==> config.mk <==
export PLATFORM = sky130hd
export DESIGN_NAME = pll_dynphase_ctrl
export DESIGN_NICKNAME = d
export VERILOG_FILES = /design/src/rtl/pll_dynphase_ctrl.sv
export SDC_FILE = /design/constraint.sdc
export NUM_CORES = 1
export LEC_CHECK = 0
export ABC_AREA = 0
export BUFFER_PORTS_ARGS = -buffer_cell sky130_fd_sc_hd__buf_2
export CAP_MARGIN = 20
export CORE_ASPECT_RATIO = 0.75
export CORE_MARGIN = 2
export CORE_UTILIZATION = 60
export CTS_BUF_LIST = sky130_fd_sc_hd__clkbuf_4 sky130_fd_sc_hd__clkbuf_8 sky130_fd_sc_hd__clkbuf_16
export DETAILED_ROUTE_END_ITERATION = 10
export GPL_TIMING_DRIVEN = 0
export PLACE_DENSITY = 0.83
export SLEW_MARGIN = 20
export SYNTH_ARGS = -nofsm -noshare
export SYNTH_HDL_FRONTEND = slang
export SYNTH_SLANG_ARGS = --single-unit
==> constraint.sdc <==
create_clock -name clk -period 6.25 [get_ports clk]
set_clock_uncertainty 0.2 [all_clocks]
set_input_delay 1.875 -clock clk [delete_from_list [all_inputs] [get_ports clk]]
set_output_delay 1.875 -clock clk [all_outputs]
set_load 0.005 [all_outputs]
==> src/rtl/pll_dynphase_ctrl.sv <==
// Dynamic-phase sequencer for the ECP5 EHXPLLL: drives PHASESEL/PHASEDIR/PHASESTEP,
// tracks per-channel phase position and qualifies PLL lock with a stability timer.
module pll_dynphase_ctrl #(
    parameter int CHANNELS     = 4,
    parameter int CNT_W        = 8,
    parameter int POS_W        = 10,
    parameter int SETUP_CYCLES = 2,
    parameter int STEP_LOW     = 2,
    parameter int STEP_GAP     = 4,
    parameter int LOCK_STABLE  = 1024
) (
    input  logic                      clk,
    input  logic                      rstn,
    input  logic                      pll_locked,
    input  logic                      req_valid,
    output logic                      req_ready,
    input  logic [1:0]                req_chan,
    input  logic [CNT_W-1:0]          req_steps,
    output logic                      busy,
    output logic                      done,
    output logic                      err,
    output logic [1:0]                phasesel,
    output logic                      phasedir,
    output logic                      phasestep,
    output logic                      phaseloadreg,
    output logic [CHANNELS*POS_W-1:0] pos,
    output logic                      locked_stable,
    output logic                      lock_lost,
    input  logic                      lock_lost_clr
);

    typedef enum logic [2:0] {IDLE, SETUP, STEP_LO, STEP_HI, FIN} state_t;

    localparam int TW = $clog2(LOCK_STABLE + 1);
    localparam logic [TW-1:0] LS_MAX = TW'(LOCK_STABLE);
    localparam logic [7:0] SETUP_LAST = 8'(SETUP_CYCLES - 1);
    localparam logic [7:0] LOW_LAST   = 8'(STEP_LOW - 1);
    localparam logic [7:0] GAP_LAST   = 8'(STEP_GAP - 1);

    state_t           state, state_n;
    logic             lk_s1, lk_s2;
    logic [TW-1:0]    timer;
    logic [7:0]       cnt;
    logic [CNT_W-1:0] rem;
    logic [CNT_W-1:0] mag;
    logic             err_r;
    logic             accept;
    logic             chan_ok;
    logic [POS_W-1:0] pos_r [CHANNELS];

    // Two's-complement negation of the most negative value yields 2^(CNT_W-1) as unsigned.
    assign mag          = req_steps[CNT_W-1] ? ('0 - req_steps) : req_steps;
    assign chan_ok      = int'(req_chan) < CHANNELS;
    assign accept       = req_valid & req_ready;
    assign phaseloadreg = 1'b1;

    always_comb begin
        state_n       = state;
        locked_stable = (timer == LS_MAX);
        req_ready     = (state == IDLE) & locked_stable;
        busy          = (state == SETUP) | (state == STEP_LO) | (state == STEP_HI);
        done          = (state == FIN);
        err           = (state == FIN) & err_r;
        phasestep     = (state != STEP_LO);
        case (state)
            IDLE: begin
                if (accept) begin
                    if (!chan_ok || req_steps == '0) state_n = FIN;
                    else                             state_n = SETUP;
                end
            end
            SETUP: begin
                if (!locked_stable)          state_n = FIN;
                else if (cnt == SETUP_LAST)  state_n = STEP_LO;
            end
            STEP_LO: begin
                if (!locked_stable)          state_n = FIN;
                else if (cnt == LOW_LAST)    state_n = STEP_HI;
            end
            STEP_HI: begin
                if (!locked_stable)          state_n = FIN;
                else if (cnt == GAP_LAST)    state_n = (rem != '0) ? STEP_LO : FIN;
            end
            FIN:     state_n = IDLE;
            default: state_n = IDLE;
        endcase
    end

    always_ff @(posedge clk) begin
        if (!rstn) begin
            state     <= IDLE;
            lk_s1     <= 1'b0;
            lk_s2     <= 1'b0;
            timer     <= '0;
            lock_lost <= 1'b0;
            cnt       <= '0;
            rem       <= '0;
            err_r     <= 1'b0;
            phasesel  <= '0;
            phasedir  <= 1'b0;
            for (int unsigned i = 0; i < CHANNELS; i++) pos_r[i] <= '0;
        end else begin
            lk_s1 <= pll_locked;
            lk_s2 <= lk_s1;
            if (!lk_s2)               timer <= '0;
            else if (timer != LS_MAX) timer <= timer + TW'(1);

            // A full timer with the synchronised lock low is exactly a qualified-lock drop.
            if (!lk_s2 && timer == LS_MAX) lock_lost <= 1'b1;
            else if (lock_lost_clr)        lock_lost <= 1'b0;

            state <= state_n;
            cnt   <= (state_n != state) ? '0 : cnt + 8'd1;

            if (state == IDLE && accept) begin
                err_r <= !chan_ok;
                if (chan_ok && req_steps != '0) begin
                    phasesel <= req_chan;
                    phasedir <= req_steps[CNT_W-1];
                    rem      <= mag;
                end
            end

            if (busy && !locked_stable) err_r <= 1'b1;

            if (state == STEP_LO && state_n == STEP_HI) begin
                rem <= rem - CNT_W'(1);
                for (int unsigned i = 0; i < CHANNELS; i++) begin
                    if (phasesel == 2'(i))
                        pos_r[i] <= phasedir ? pos_r[i] - POS_W'(1) : pos_r[i] + POS_W'(1);
                end
            end
        end
    end

    for (genvar g = 0; g < CHANNELS; g++) begin : g_pos
        assign pos[g*POS_W +: POS_W] = pos_r[g];
    end

endmodule

# Yosys cells after proc, flatten, opt, wreduce, memory -nomap -nowiden
# Memory sizes are Yosys's and may differ from the RTL's.
# Index checks and enable logic that the tools add are counted.
# word_totals
regBits	37
ramBits	40
input_bits	15
out_inout_bits	51
word_cells	109
memories	1
# op_classes
n_addsub	12
eq_ne	14
mux	43
bitwise	10
n_reduce_logical	19
# memory_table
memory	words	width	read_ports	rd_ports_with_merged_regs	wr	line_no	text
pos_r	4	10	4	0	4	49	logic [POS_W-1:0] pos_r [CHANNELS];
# op_table
op	count
$mux W10	8
$add A10 B1 Y10 const B	4
$sub A10 B1 Y10 const B	4
$mux W8	4
$mux W3	9
$mux W1	21
$reduce_bool A8 Y1	2
$pmux W3 S4	1
$add A11 B1 Y11 const B	1
$eq A11 B11 Y1 const B	1
$ne A11 B11 Y1 const B	1
$eq A3 B2 Y1 const B	3
$add A8 B1 Y8 const B	1
$eq A8 B1 Y1 const B	1
$eq A8 B2 Y1 const B	1
$logic_not A8 Y1	1
$reduce_bool A2 Y1	4
$sub A1 B8 Y8 const A	1
$sub A8 B1 Y8 const B	1
$or A1 B1 Y1	6
$reduce_and A2 Y1	3
$eq A2 B2 Y1 const B	2
$logic_and A1 B1 Y1	4
$and A1 B1 Y1	3
10 further kinds	11

# Logic depth before layout (Yosys ltp)
# Gate-level depths: netlist of the first run.
# depth
depth_word	11
ltp_mapped	11
mapped_depth_nobuf	9

# Least setup slack after synthesis of the first run
# Ideal clock, no wire load.
# synth_timing
kind	input to register
startpoint	input port req_valid
endpoint	memory pos_r[0][0] (enable)
setup_time_ns	0.393
t_arrival_ns	3.699
path_slack_ns	1.957
cell_stages	5
path_cell_list	nor4b_1 > a21boi_0 > o21a_4 > o21ai_2 > o31ai_1
# synth_lines
item	line_no	text
start, declared	15	input logic req_valid,
end, declared	49	

# Worst setup path after layout of the first run
# layout_timing
startpoint	register timer[4]
endpoint	output port req_ready
# layout_between
elab_chain_cells	2
# layout_lines
item	line_no	text
start, declared	42	logic [TW-1:0] timer;
start signal, assigned	106	else if (timer != LS_MAX) timer <= timer + TW'(1);
$eq A11 B11 Y1	59	locked_stable = (timer == LS_MAX);
$and A1 B1 Y1	60	req_ready = (state == IDLE) & locked_stable;
end, declared	16	output logic req_ready,
# Every way passes these cells.

==> results.md, run 1 <==
* TritonCTS clock tree: built
* Die Y at 83.30 microns
* Final WS setup at 1.889 ns
* Via count at 4248
* Ports at 66
* Post-route insts no fill at 731
* CTS hold repair buffers at 0
* Initial core utilization at 0.6271
* CP Data Required Time at 4.18 ns
* Total negative slack at 0 ns
* Post-synth net total at 603
* Cell Rows at 28
* DR WL/cell at 15.61 microns
* Switching share of power at 0.2463
* DP Area at 0.005492 sq mm
* Diode count at 0
* EDFF count, synth at 40
* Largest net degree at the start of global routing at 35
* Distinct cell type count after synthesis at 68
* Vias in the first global route at 4047
* Post-DRT Antenna Nets at 0
* Hold Vio Cnt, Final at 0
* Total power at 1.058 mW
* GR Util All Layers at 0.2576
* CTS sink count at 77
* PostCTS Resize Cnt at 0
* Register area share after synthesis at 0.3860
* Logic pwr share at 0.093
* Final setup fails at 0
* Worst IR Drop VDD at 132.0 uV
* Core Area at 0.008023 sq mm
* Post-route cell area at 0.005708 sq mm
* First-pass GRT wire length at 18770 microns
* Most used flip-flop cell after synthesis: edfxtp_1
* Sequential power share at 0.528
* Violation count after the first detailed-routing iteration at 268
* DRC violations left at 0
* CP startpoint kind: flip-flop
* Max-slew headroom at 0.3741
* WP data arrival at 2.29 ns
* Final core occ at 0.7115
* CTS buffer count at 9
* Fmax at 229.3 MHz
* Die W at 109.7 microns
* Async S/R FF share, synth at 0
* Crit path time final at 4.361 ns
* Worst-Skew Late Latency at 0.35 ns
* Leakage dissipation at 2.374 nW
* Synth Warn # at 0
* Hold_ws at 0.2368 ns
* PwrDens at 185.3 mW/mm^2
* Final wirelength at 11410 microns
* Final Slew Violations at 0
* HPWL after DPL at 8389 microns
* Routability cong. at 0.9009
* Final net count at 678
* Max FO, Critical Path at 10
* Worst slack at placement at 1.618 ns
* Share of post-route cells with drive strength above 1 at 0.1805
* Initial antenna violation count at 0
* Post-Syn Area at 0.005031 sq mm
* Clk pin slew, worst setup/hold paths at 0.09 ns
* Internal power at 0.7974 mW
* First-pass iteration count of the detailed router at 5
* Setup Buffers After CTS at 0
* Area grow syn2layout at 13.45%
* Mean post-synth cell area at 9.214 sq um
* Placed cells at 715
* Synth Instances at 546
* Outcome: complete, no violations
* IO Port Bufs at 63
* Hold Crit Class: flip-flop to flip-flop
* RSZ-0062 raised after global routing: false
* Final global-route overflow total at 0
* FF+latch count, synth at 77
* P_sw at 0.2605 mW
* Setup CP Type: flip-flop to output port
* Max Root-Sink Buffers at 2
* Root Buffer: clkbuf_8
* Via density per instance at 5.811
* Total of max-cap violations at 0
* Worst-Margin Slew at 0.9326 ns
* Max H-tree Level at 3
* Clk pwr share at 0.379
* Die area at 0.009141 sq mm
* Final period utilization at 0.6978
* Worst setup EP type: output port
## cells by family after synthesis
group | after synthesis | share of synthesized area
and+or+nand+nor | 222 | 0.2313
AOI/OAI and AO/OA | 110 | 0.1410
DFF | 77 | 0.3860
xor gates and xnor gates | 44 | 0.07660
buffers and inverters | 43 | 0.03954
adders and majority gates | 42 | 0.1104
muxes | 7 | 0.01442
other | 1 | 0.0007454
## cell usage in the layout, fill, tap and decap left out, drive strengths merged, types with 4 or more instances in the layout
cell type and count:
nor3 19, or3 7, a21oi 34, a31oi 4, fa 4, nand2 20
o41ai 7, xnor2 16, o21ai 35, dfxtp 37, inv 28, clkbuf 20
nor2b 11, nand2b 10, nor4 11, edfxtp 40, ha 38, xor2 28
buf 72, o21a 5, and3 6, nor3b 7, mux2i 5, nand3 15
and2 4, nor2 100
## worst max-delay path, cell delays in order (launching register included)
cell,delay [ns]
dfxtp_1,0.34
or4_1,0.55
or4_4,0.46
buf_6,0.17
nor4_1,0.24
buf_2,0.18
## synthesized netlist by cell type, types with 4 or more instances
cell type	n	share of area
nor3_1	16	0.016
a21oi_1	34	0.034
mux2i_1	5	0.0099
nand2b_1	10	0.012
ha_1	38	0.095
fa_1	4	0.016
or3_1	7	0.0087
dfxtp_1	37	0.15
nor2_1	99	0.074
inv_1	27	0.020
nor2b_1	11	0.014
xor2_1	28	0.049
edfxtp_1	40	0.24
nand3_1	12	0.012
xnor2_1	16	0.028
and2_1	4	0.0050
o41ai_1	7	0.012
o21a_1	4	0.0060
nor4_1	11	0.014
nor3b_1	6	0.0090
nand2_1	20	0.015
o21ai_0	33	0.033
and3_1	6	0.0075
clkbuf_1	7	0.0052
## worst paths after layout
check        startpoint          end  slack, ns  depth (start not counted)
max            timer[4]    req_ready       1.89                          5
min               lk_s1        lk_s2       0.24                          1
min reg2reg       lk_s1        lk_s2       0.24                          1
max reg2reg    phasedir  pos_r[2][8]       2.68                          9
## routing by layer
layer,part of all wire,GRT usage
met2,0.47,0.4214
met3,0.051,0.05181
met1,0.46,0.3487
met4,0.012,0.06329
met5,0,0
## power groups by stage
stage,logic (mW),registers (mW),clock network [mW]
2_1_floorplan,0.0609,0.568,0
3_3_place_gp,0.0921,0.568,0
3_5_place_dp,0.0972,0.569,0
4_1_cts,0.0983,0.558,0.408
5_1_grt,0.110,0.560,0.429
6_report,0.0984,0.558,0.401
## sequential cells by signal (all words and copies together), names as in the netlist, 2 cells and up
register,count
timer,11
pos_r,40
cnt,8
rem,8
state,3
phasesel,2
## layout make-up
class | instances | area, sq um
tap | 105 | 131.4
inverter | 28 | 106.4
clock buffer | 13 | 195.2
sequential | 77 | 1943
fill | 610 | 2315
buffer | 15 | 92.59
timing repair buffer | 64 | 322.8
multi-input combinational | 426 | 2895
clock inverter | 3 | 21.27
(Power assumes the default switching activity.)
==> run 2, diff against run 1 <==
- CORE_UTILIZATION: 60 -> 59
- PLACE_DENSITY: 0.83 -> 0.82
- clock period: 6.25 -> 4.4 ns (I/O delays scaled with it)
==> run 2 against run 1 <==
- clock power increased by 87%
- die area increased by 1.6%
- hold slack improved by 0.0054 ns
- core utilization decreased by 2.0 points
- via count increased by 0.66%
- register-to-register slack got worse by 1.8 ns
- highest routed layer unchanged
- final cell count increased by 0.41%
- largest cell class unchanged
- cell area increased by 1.5%
- sequential power increased by 42%
- critical path depth unchanged
==> results.md, run 2 (synthesis gave the netlist of run 1 again) <==
* Met1 Use GR at 0.3355 (was 0.3487)
* Worst Setup SP: timer[4] (unchanged)
* Area grow syn2layout at 15.17% (was 13.45%)
* Ports at 66 (unchanged)
* IO Port Bufs at 63 (unchanged)
* First-pass iteration count of the detailed router at 5 (unchanged)
* Post-route cell area at 0.005794 sq mm (was 0.005708 sq mm)
* Die Y at 83.97 microns (was 83.30 microns)
* First-pass GRT wire length at 18830 microns (was 18770 microns)
* Crit-path max cell delay at 0.54 ns (was 0.55 ns)
* Root Buffer: clkbuf_16 (was clkbuf_8)
* Met2 usage at 0.3988 (was 0.4214)
* Routability cong. at 0.8741 (was 0.9009)
* Via count at 4276 (was 4248)
* Post-route insts no fill at 734 (was 731)
* Die W at 110.6 microns (was 109.7 microns)
* RR Startpoint: phasedir (unchanged)
* Hold_ws at 0.2422 ns (was 0.2368 ns)
* WP data arrival at 2.27 ns (was 2.29 ns)
* Hold Crit Class: flip-flop to flip-flop (unchanged)
* Initial antenna violation count at 0 (unchanged)
* CTS sink count at 77 (unchanged)
* Worst path cell trace: or4_1 -> or4_4 -> buf_6 -> nor4_1 -> buf_2 (unchanged)
* Fmax at 263.5 MHz
* CTS hold repair buffers at 0 (unchanged)
* Post-DRT Antenna Nets at 0 (unchanged)
* Share of post-route cells with drive strength above 1 at 0.1805 (unchanged)
* Most frequent cells in the layout: nor2_1, buf_2, edfxtp_1 (unchanged)
* Total negative slack at 0 ns (unchanged)
* Most common cell after layout, fill and taps aside: nor2_1 (unchanged)
* Violation count after the first detailed-routing iteration at 231 (was 268)
* Final Slew Violations at 0 (unchanged)
* Total of max-cap violations at 0 (unchanged)
* Hold Vio Cnt, Final at 0 (unchanged)
* Routing usage on met3 at 0.05229 (was 0.05181)
* Worst-Margin Slew at 0.9926 ns (was 0.9326 ns)
* DRC violations left at 0 (unchanged)
* GR Util All Layers at 0.2495 (was 0.2576)
* HP Start: lk_s1 (unchanged)
* Worst slack at placement at 0.3615 ns (was 1.618 ns)
* RSZ-0062 raised after global routing: false (unchanged)
* Top flop regs: pos_r: 40 flops, timer: 11 flops (unchanged)
* DR WL/cell at 15.68 microns (was 15.61 microns)
* Crit-path leading delay family: simple AND/OR/NAND/NOR gates (unchanged)
* Largest net degree at the start of global routing at 35 (unchanged)
* Initial core utilization at 0.6002 (was 0.6271)
* Worst IR Drop VDD at 194.5 uV (was 132.0 uV)
* Fill cells at 678 (was 610)
* R2R cell count at 9 (unchanged)
* Total power at 1.683 mW (was 1.058 mW)
* Setup CP Type: flip-flop to output port (unchanged)
* Placed cells at 718 (was 715)
* Final global-route overflow total at 0 (unchanged)
* Worst-Skew Late Latency at 0.34 ns (was 0.35 ns)
* TritonCTS clock tree: built (unchanged)
* HPWL after DPL at 8387 microns (was 8389 microns)
* Worst setup EP type: output port (unchanged)
* Worst path bufs/invs at 2 (unchanged)
* Max reg flops at 40 (unchanged)
* PostCTS Resize Cnt at 0 (unchanged)
* GRT busiest layer: met2 (unchanged)
* Outcome: complete, no violations (unchanged)
* Max FO, Critical Path at 10 (unchanged)
* Cell Rows at 29 (was 28)
* Setup Buffers After CTS at 0 (unchanged)
* Biggest register: pos_r (unchanged)
* PwrDens at 290.4 mW/mm^2 (was 185.3 mW/mm^2)
* Vias in the first global route at 4012 (was 4047)
* Diode count at 0 (unchanged)
* CP startpoint kind: flip-flop (unchanged)
* Clk pin slew, worst setup/hold paths at 0.07 ns (was 0.09 ns)
* CTS buffer count at 9 (unchanged)
* Die area at 0.009290 sq mm (was 0.009141 sq mm)
* Max Root-Sink Buffers at 2 (unchanged)
* Crit path time final at 3.795 ns
* Final core occ at 0.6913 (was 0.7115)
* Leakage dissipation at 2.409 nW (was 2.374 nW)
* Max-slew headroom at 0.3338 (was 0.3741)
* Final period utilization at 0.8624
* Via density per instance at 5.826 (was 5.811)
* Final WS setup at 0.6053 ns (was 1.889 ns)
* Final setup fails at 0 (unchanged)
* Final net count at 678 (unchanged)
* Final wirelength at 11510 microns (was 11410 microns)
* Max H-tree Level at 3 (unchanged)
* Critical Path Stages at 5 (unchanged)
* Slowest cell on crit path: or4_1 (unchanged)
* DP Area at 0.005495 sq mm (was 0.005492 sq mm)
* Core Area at 0.008382 sq mm (was 0.008023 sq mm)
* CP Data Required Time at 2.88 ns (was 4.18 ns)
* Hold path depth at 1 (unchanged)
==> run 2: path summary, 6_finish.rpt <==
path	end	slack [ns]
setup reg to reg	pos_r[2][8]	0.89
setup / recovery	req_ready	0.61
hold reg to reg	lk_s2	0.24
hold / removal	lk_s2	0.24
==> run 2: power breakdown <==
| group | switching, mW | internal [mW] | total (mW) |
|---|---|---|---|
| registers | 0.0161 | 0.776 | 0.792 |
| clock network | 0.324 | 0.424 | 0.748 |
| logic | 0.0821 | 0.0603 | 0.142 |
==> run 2: area by class of cell <==
cell class / instances / area, sq um / area share
multi-input combinational: 426 / 2895 / 0.4997
buffer: 15 / 92.59 / 0.01598
clock inverter: 6 / 48.80 / 0.008422
clock buffer: 10 / 250.2 / 0.04319
tap: 108 / 135.1 / 0.02332
timing repair buffer: 64 / 322.8 / 0.05571
sequential: 77 / 1943 / 0.3353
inverter: 28 / 106.4 / 0.01835
==> run 2: metal layers <==
metal	routed length [microns]	part of all wire
met1	5243	0.46
met2	5395	0.47
met3	661	0.057
met4	209	0.018
met5	0	0
